## src/rtl/pes_pwm.sv

```systemverilog
// Button-stepped PWM generator: synchronised, debounced inc/dec presses step a saturating duty.
// Optional duty status outputs are enabled by defining PES_PWM_DUTY_STATUS_EN.
module pes_pwm #(
  parameter int unsigned PERIOD       = 10,
  parameter int unsigned DUTY_RESET   = 5,
  parameter int unsigned DEBOUNCE_DIV = 4
) (
  input  logic clk,
  input  logic rst_n,
  input  logic increase_duty,
  input  logic decrease_duty,
  output logic PWM_OUT
`ifdef PES_PWM_DUTY_STATUS_EN
  ,
  output logic [$clog2(PERIOD+1)-1:0] duty_level,
  output logic                        duty_limit
`endif
);

  localparam int unsigned W  = $clog2(PERIOD + 1);
  localparam int unsigned PW = $clog2(DEBOUNCE_DIV);

  localparam logic [W-1:0]  DUTY_MAX  = W'(PERIOD);
  localparam logic [W-1:0]  CNT_LAST  = W'(PERIOD - 1);
  localparam logic [W-1:0]  DUTY_INIT = W'(DUTY_RESET);
  localparam logic [PW-1:0] PRE_LAST  = PW'(DEBOUNCE_DIV - 1);

  // Bit 0 = increase, bit 1 = decrease throughout.
  logic [1:0]    btn;
  logic [1:0]    meta;
  logic [1:0]    sync;
  logic [1:0]    smp [2];
  logic [1:0]    acc;
  logic [1:0]    acc_q;
  logic [1:0]    armed;
  logic [1:0]    press;
  logic [1:0]    fill;
  logic [PW-1:0] pre;
  logic          tick;
  logic [W-1:0]  cnt;
  logic [W-1:0]  duty_next;
  logic [W-1:0]  duty_active;
  logic [W-1:0]  duty_nx;

  assign btn  = {decrease_duty, increase_duty};
  assign tick = (pre == PRE_LAST);

  // A button only arms once two genuine low samples have been taken after reset,
  // so a button held through reset release is not mistaken for a new press.
  assign press = acc & ~acc_q & armed;

  always_comb begin
    duty_nx = duty_next;
    case (press)
      2'b01:   if (duty_next < DUTY_MAX) duty_nx = duty_next + W'(1);
      2'b10:   if (duty_next != '0)      duty_nx = duty_next - W'(1);
      default: duty_nx = duty_next;
    endcase
  end

  always_ff @(posedge clk or negedge rst_n) begin
    if (!rst_n) begin
      meta        <= '0;
      sync        <= '0;
      for (int unsigned i = 0; i < 2; i++) smp[i] <= '0;
      acc         <= '0;
      acc_q       <= '0;
      armed       <= '0;
      fill        <= '0;
      pre         <= '0;
      cnt         <= '0;
      duty_next   <= DUTY_INIT;
      duty_active <= DUTY_INIT;
      PWM_OUT     <= 1'b0;
`ifdef PES_PWM_DUTY_STATUS_EN
      duty_level  <= DUTY_INIT;
      duty_limit  <= 1'b0;
`endif
    end else begin
      meta <= btn;
      sync <= meta;

      pre <= tick ? '0 : pre + PW'(1);
      if (tick && fill != 2'd2) fill <= fill + 2'd1;

      for (int unsigned i = 0; i < 2; i++) begin
        if (tick)                  smp[i]   <= {smp[i][0], sync[i]};
        if (smp[i][1] == smp[i][0]) acc[i]  <= smp[i][0];
        if (fill == 2'd2 && smp[i] == 2'b00) armed[i] <= 1'b1;
      end
      acc_q <= acc;

      duty_next <= duty_nx;

      if (cnt == CNT_LAST) begin
        cnt         <= '0;
        duty_active <= duty_next;
`ifdef PES_PWM_DUTY_STATUS_EN
        duty_level  <= duty_next;
`endif
      end else begin
        cnt <= cnt + W'(1);
      end

      PWM_OUT <= (cnt < duty_active);
`ifdef PES_PWM_DUTY_STATUS_EN
      duty_limit <= (duty_nx == '0) || (duty_nx == DUTY_MAX);
`endif
    end
  end

endmodule

```

## config.mk

```make
export PLATFORM = sky130hd
export DESIGN_NAME = pes_pwm
export DESIGN_NICKNAME = d
export VERILOG_FILES = /design/src/rtl/pes_pwm.sv
export SDC_FILE = /design/constraint.sdc
export NUM_CORES = 1
export LEC_CHECK = 0
export CELL_PAD_IN_SITES_DETAIL_PLACEMENT = 1
export CELL_PAD_IN_SITES_GLOBAL_PLACEMENT = 1
export CORE_MARGIN = 5
export CORE_UTILIZATION = 47
export DETAILED_ROUTE_END_ITERATION = 6
export PLACE_DENSITY_LB_ADDON = 0.1
export SETUP_SLACK_MARGIN = 0.02
export SLEW_MARGIN = 20
export SYNTH_ARGS = -nofsm -noshare
export SYNTH_HDL_FRONTEND = slang
export SYNTH_SLANG_ARGS = --single-unit
```

## constraint.sdc

```tcl
create_clock -name clk -period 2.7 [get_ports clk]
set_input_delay 0.405 -clock clk [delete_from_list [all_inputs] [get_ports clk]]
set_output_delay 0.405 -clock clk [all_outputs]
set_load 0.02 [all_outputs]
```

==> run summary, run 1 <==
status -> finished, final reports clean
RSZ-0062 raised after global routing -> false
number of synthesized register bits -> 31
Worst-Margin Slew -> 0.390 ns
TritonCTS clock tree -> built
CP arrival -> 2.31 ns
PortBufs -> 4
grt ovf -> 0
synth-to-layout area growth -> 9.36%
CTS-repair resized insts -> 0
Hold Path Class -> flop to flop
Syn Inst Count -> 119
crit share post-route -> 77.3%
routed via count -> 842
Top delay family on crit path -> simple AND/OR/NAND/NOR gates
Critical Path Max Stage Delay -> 0.52 ns
Reg area -> 781 um^2
most common cell after layout, fill and taps aside -> dfrtp_1
final-report max-slew violation count -> 0
Synth cell types -> 28
Sum Neg Setup Slack -> 0 ns
CP Class -> flop to flop
initial core utilization -> 49.5%
Clock Skews -> 0.00624 ns
vias in the first global route -> 958
Startpoint Class -> flop
Slew HR -> 73.9%
Nets -> 144
first-pass GRT wire length -> 4130 um
endpoints failing setup -> 0
max frequency -> 479 MHz
top cell type's share of synthesized area -> 49.1%
H-tree depth -> 2
CTS buffer count -> 5
Core Footprint -> 2780 um^2
antenna diode count -> 0
dpl cells -> 153
Routed WL -> 2190 um
post-synth net total -> 134
Critical Path, Cell by Cell -> nand2_1, or2_2, inv_1, ha_1, or4b_4, nand2_2, mux2_4
Lkg Pwr -> 0.728 nW
CTS sink cnt -> 31
Worst VDD drop -> 0.690 mV
Filler cells -> 302
most frequent cells in the layout -> dfrtp_1 (27), o21ai_0 (14), inv_1 (13), nand2_1 (13), ha_1 (11)
GR Util All Layers -> 12.9%
hpwl dp -> 1610 um
DRC viols -> 0
slowest CP cell -> or4b_4
hold bufs inserted after CTS -> 0
DR WL/cell -> 13.6 um
Post-CTS Setup Inserts -> 0
PD cells -> 800 nW/um^2
multi-input logic area -> 532 um^2
Final ANT Viol Nets -> 0
Seq/Total Area, Yosys -> 56.7%
share of cells above drive strength 1 -> 15.4%
drt pass-1 iters -> 4
fin cells -> 161
Clock Path Buffers -> 2
RePlAce Congestion -> 0.764
# IOs -> 5
cell taking the most area after synthesis -> dfrtp_1
Worst Setup End Kind -> flop
Cell Rows -> 19
DIE HEIGHT -> 64.1 um
die area -> 4110 um^2
root buffer cell -> clkbuf_4
Chip Width -> 64.1 um
syn_area_per_cell -> 11.6 um^2
final hold violations -> 0
Final WS setup -> 0.612 ns
Max Fanout on Critical Path -> 6
Reg clk slew, reported paths -> 0.10 ns
largest net degree at the start of global routing -> 32
minimum clock period -> 2.09 ns
Clk Latency, worst-skew pair -> 0.33 ns
initial antenna violation count -> 0
vias per cell -> 5.23
synthesized area -> 1380 um^2
DRT iter0 DRCs -> 27
Syn. warnings -> 0
total of max-cap violations -> 0
number of buffers and inverters on the critical path -> 1
top cells by area, synth -> dfrtp_1 (49%), ha_1 (10%), dfstp_2 (7.6%)
CP required -> 2.92 ns
pre-CTS setup slack -> 0.622 ns
==> kinds of logic after synthesis <==
| kind of cell | count (synthesis) | share of synthesized area (%) |
|---|---|---|
| DFF | 31 | 56.7 |
| and+or+nand+nor | 29 | 11.9 |
| AOI/OAI and AO/OA | 23 | 9.45 |
| buffers and inverters | 15 | 4.64 |
| adders and majority gates | 11 | 10.0 |
| xor gates and xnor gates | 5 | 3.18 |
| muxes | 5 | 4.09 |
==> flip-flops by register name, indices dropped and copies added (netlist names), 4 cells and up <==
name,count
smp,4
cnt,4
duty_next,4
duty_active,4
==> synthesized netlist by cell type <==
cell type  instances
nand2_2            1
or4b_4             1
clkbuf_1           1
o21ai_0           14
a22o_1             1
dfrtp_1           27
xnor2_1            4
xor2_1             1
nand2_1           13
nor3_2             1
nor2_1             1
or2_2              1
buf_6              1
and3b_1            2
a21oi_1            3
or2_1              1
or3b_2             1
inv_1             13
dfstp_2            4
nand3_1            2
mux2_4             1
nand2b_1           4
nand3b_1           1
ha_1              11
a21o_1             4
mux2i_1            3
a31oi_1            1
mux2_2             1
==> layer usage <==
layer | global-route usage [%] | part of all wire [%]
met5 | 0 | 0
met4 | 5.34 | 2.3
met3 | 5.43 | 3.6
met2 | 20.5 | 46
met1 | 15.4 | 49
==> final timing paths <==
check	from	end	slack, ns	cells after the start
max	acc[1]$_DFFE_PN0N_	duty_next[1]$_DFFE_PN0P_	0.61	7
min	meta[1]$_DFF_PN0_	sync[1]$_DFF_PN0_	0.36	0
max reg2reg	acc[1]$_DFFE_PN0N_	duty_next[1]$_DFFE_PN0P_	0.61	7
min reg2reg	meta[1]$_DFF_PN0_	sync[1]$_DFF_PN0_	0.36	0
max in group asynchronous	rst_n	duty_active[0]$_DFFE_PN1N_	1.92	2
min in group asynchronous	rst_n	fill[0]$_DFFE_PN0P_	0.46	2
==> report_power, final <==
| group | leakage, nW | total [mW] | switching, mW | internal (mW) |
|---|---|---|---|---|
| combinational | 0.347 | 0.295 | 0.143 | 0.151 |
| clock | 0.0272 | 0.262 | 0.163 | 0.0992 |
| sequential | 0.354 | 0.648 | 0.0761 | 0.572 |
==> stage by stage <==
step           hold slack [ns]  cell area (um^2)  utilization, %  power [mW]
2_1_floorplan            0.109              1380               -       0.869
3_3_place_gp             0.336              1450            52.0       0.939
3_5_place_dp             0.340              1450            52.0       0.957
4_1_cts                  0.366              1510            54.1        1.23
5_1_grt                  0.385              1510            54.1        1.30
6_report                 0.361              1510            54.1        1.20
==> area by class of cell <==
cell class	instances	area share (%)
well taps	31	2.58
repair buffers	5	3.16
flip-flops and latches	31	51.9
multi-input cells	73	35.3
inverters	13	3.24
clock inverters	3	1.33
clock buffers	5	2.49
No activity file was read; power rests on OpenSTA's default activity.
==> run 2: changes to the inputs <==
Clock period 2.7 ns to 1.95 ns, I/O delays scaled along.
==> run 2 against run 1 <==
- critical path depth fell by 1
- power rose by 69%
- wire length rose by 15%
- global-route usage rose by 1.5 points
- non-clock buffer count rose by 7
- clock skew rose by 0.0046 ns
- die area did not move
- clock power rose by 140%
- worst setup slack got worse by 0.51 ns
- sequential power rose by 35%
- via count rose by 5.3%
- critical endpoint unchanged
- largest power group unchanged
==> run summary, run 2 (synthesis gave the netlist of run 1 again) <==
worst setup path start -> acc[0]$_DFFE_PN0N_
antenna diode count -> 0 (unchanged)
R2R Setup Slk -> 0.1 ns (-0.51 ns)
hold bufs inserted after CTS -> 0 (unchanged)
Critical Path Sink -> duty_next[1]$_DFFE_PN0P_
most frequent cells in the layout -> dfrtp_1 (27), nand2_1 (13), o21ai_0 (13), inv_1 (11), ha_1 (10)
Hold Path Class -> input pin to async pin
initial antenna violation count -> 0 (unchanged)
endpoints failing setup -> 0 (unchanged)
status -> finished, final reports clean
reg2reg path depth -> 6 (-1)
Worst-Margin Slew -> 0.388 ns (-0.00193 ns)
Chip Width -> 64.1 um (unchanged)
routed via count -> 887 (+5.3%)
DR WL/cell -> 15.0 um (+10%)
vias in the first global route -> 948 (-1.0%)
Core Footprint -> 2780 um^2 (unchanged)
# IOs -> 5 (unchanged)
GR Util All Layers -> 14.4% (+1.5 points)
final hold violations -> 0 (unchanged)
CP Class -> flop to flop
Final ANT Viol Nets -> 0 (unchanged)
met3 wire len -> 66 um (-16%)
initial core utilization -> 49.5% (unchanged)
largest net degree at the start of global routing -> 32 (unchanged)
Worst R2R End -> duty_next[1]$_DFFE_PN0P_
TritonCTS clock tree -> built
Filler cells -> 286 (-5.3%)
DRT iter0 DRCs -> 16 (-41%)
PortBufs -> 4 (unchanged)
root buffer cell -> clkbuf_4
FF-to-FF Start -> acc[0]$_DFFE_PN0N_
DIE HEIGHT -> 64.1 um (unchanged)
Finished Core Util -> 59.1% (+5.0 points)
Routed WL -> 2520 um (+15%)
CP required -> 2.17 ns (-0.75 ns)
die area -> 4110 um^2 (unchanged)
Clock Path Buffers -> 2 (unchanged)
CTS sink cnt -> 31 (unchanged)
final-report max-slew violation count -> 0 (unchanged)
Max Fanout on Critical Path -> 5 (-1)
Clock Skews -> 0.0109 ns (+0.00464 ns)
H-tree depth -> 2 (unchanged)
total of max-cap violations -> 0 (unchanged)
Worst VDD drop -> 1.01 mV (+46%)
CTS buffer count -> 5 (unchanged)
RePlAce Congestion -> 0.779 (+1.9%)
routed wl met2 -> 1220 um (+23%)
CP arrival -> 2.07 ns (-0.24 ns)
drt pass-1 iters -> 2 (-2)
Reg clk slew, reported paths -> 0.11 ns (about the same)
synth-to-layout area growth -> 19.5%
Worst Setup End Kind -> flop
crit share post-route -> 94.9% (+18 points)
share of cells above drive strength 1 -> 25.5% (+10 points)
highest metal used -> met4
Sum Neg Setup Slack -> 0 ns (unchanged)
max frequency -> 540 MHz (+13%)
first-pass GRT wire length -> 4460 um (+8.2%)
minimum clock period -> 1.85 ns (-0.237 ns)
worst hold slack -> 0.343 ns (-0.0187 ns)
Cell Rows -> 19 (unchanged)
PD cells -> 1240 nW/um^2 (+55%)
Slew HR -> 74.1% (+0.27 points)
vias per cell -> 5.28 (+0.96%)
Metal-1 WL -> 1170 um (+9.8%)
most common cell after layout, fill and taps aside -> dfrtp_1
hpwl dp -> 1720 um (+6.7%)
DRC viols -> 0 (unchanged)
Nets -> 151 (+4.9%)
Clk Latency, worst-skew pair -> 0.34 ns (about the same)
grt ovf -> 0 (unchanged)
Startpoint Class -> flop
Lkg Pwr -> 0.787 nW (+8.1%)
-- run 2: timing repair --
action | 4_1_cts | 5_1_grt
cloned | 0 | 0
resized for setup | 3 | 8
pin swaps | 0 | 3
setup endpoints to repair | 2 | 3
setup buffers | 0 | 3
-- run 2: metal layers --
metal | GRT usage, % | vias up
met5 | 0 | -
met4 | 7.63 | 0
met3 | 3.85 | 7
met2 | 22.2 | 12
met1 | 18.5 | 442
li1 | - | 426
-- run 2: how the worst min path moves through the flow --
stage / end / slack (ns) / from / depth (start not counted)
global placement: sync[1]$_DFF_PN0_ / 0.34 / meta[1]$_DFF_PN0_ / 0
global route: smp[0]$_DFFE_PN0P_ / 0.35 / rst_n / 2
detailed placement: sync[0]$_DFF_PN0_ / 0.34 / meta[0]$_DFF_PN0_ / 0
finish: smp[0]$_DFFE_PN0P_ / 0.34 / rst_n / 2
floorplan: PWM_OUT$_DFF_PN0_ / -0.003 / rst_n / 0
CTS: duty_next[1]$_DFFE_PN0P_ / 0.34 / rst_n / 2
-- run 2: worst max-delay path, cell delays in order (launching register included) --
cell     delay (ns)
dfrtp_1        0.40
and3b_2        0.23
inv_2          0.08
ha_4           0.16
or4b_4         0.50
nand2_4        0.08
mux2_4         0.29
-- run 2: power by group --
part | leakage (nW) | internal (mW) | total (mW) | switching (mW)
Sequential | 0.354 | 0.792 | 0.876 | 0.0841
Combinational | 0.382 | 0.267 | 0.529 | 0.262
Clock | 0.0514 | 0.399 | 0.630 | 0.231
Total | 0.787 | 1.46 | 2.04 | 0.577
-- run 2: layout make-up --
type	instances	area (um^2)	area share [%]
inverters	13	48.8	2.97
flip-flops and latches	31	781	47.5
multi-input cells	73	571	34.7
repair buffers	12	100	6.09
well taps	31	38.8	2.36
clock buffers	5	37.5	2.28
clock inverters	3	67.6	4.11
-- run 2: per-stage QoR --
step                instances  area, um^2  power [mW]  setup WS (ns)
CTS                       165        1600        2.00         0.0318
global placement          157        1480        1.32        0.00695
global route              168        1640        2.20       -0.00464
detailed placement        157        1480        1.35        -0.0484
finish                    168        1640        2.04         0.0991
floorplan                 119        1380        1.20         0.0318
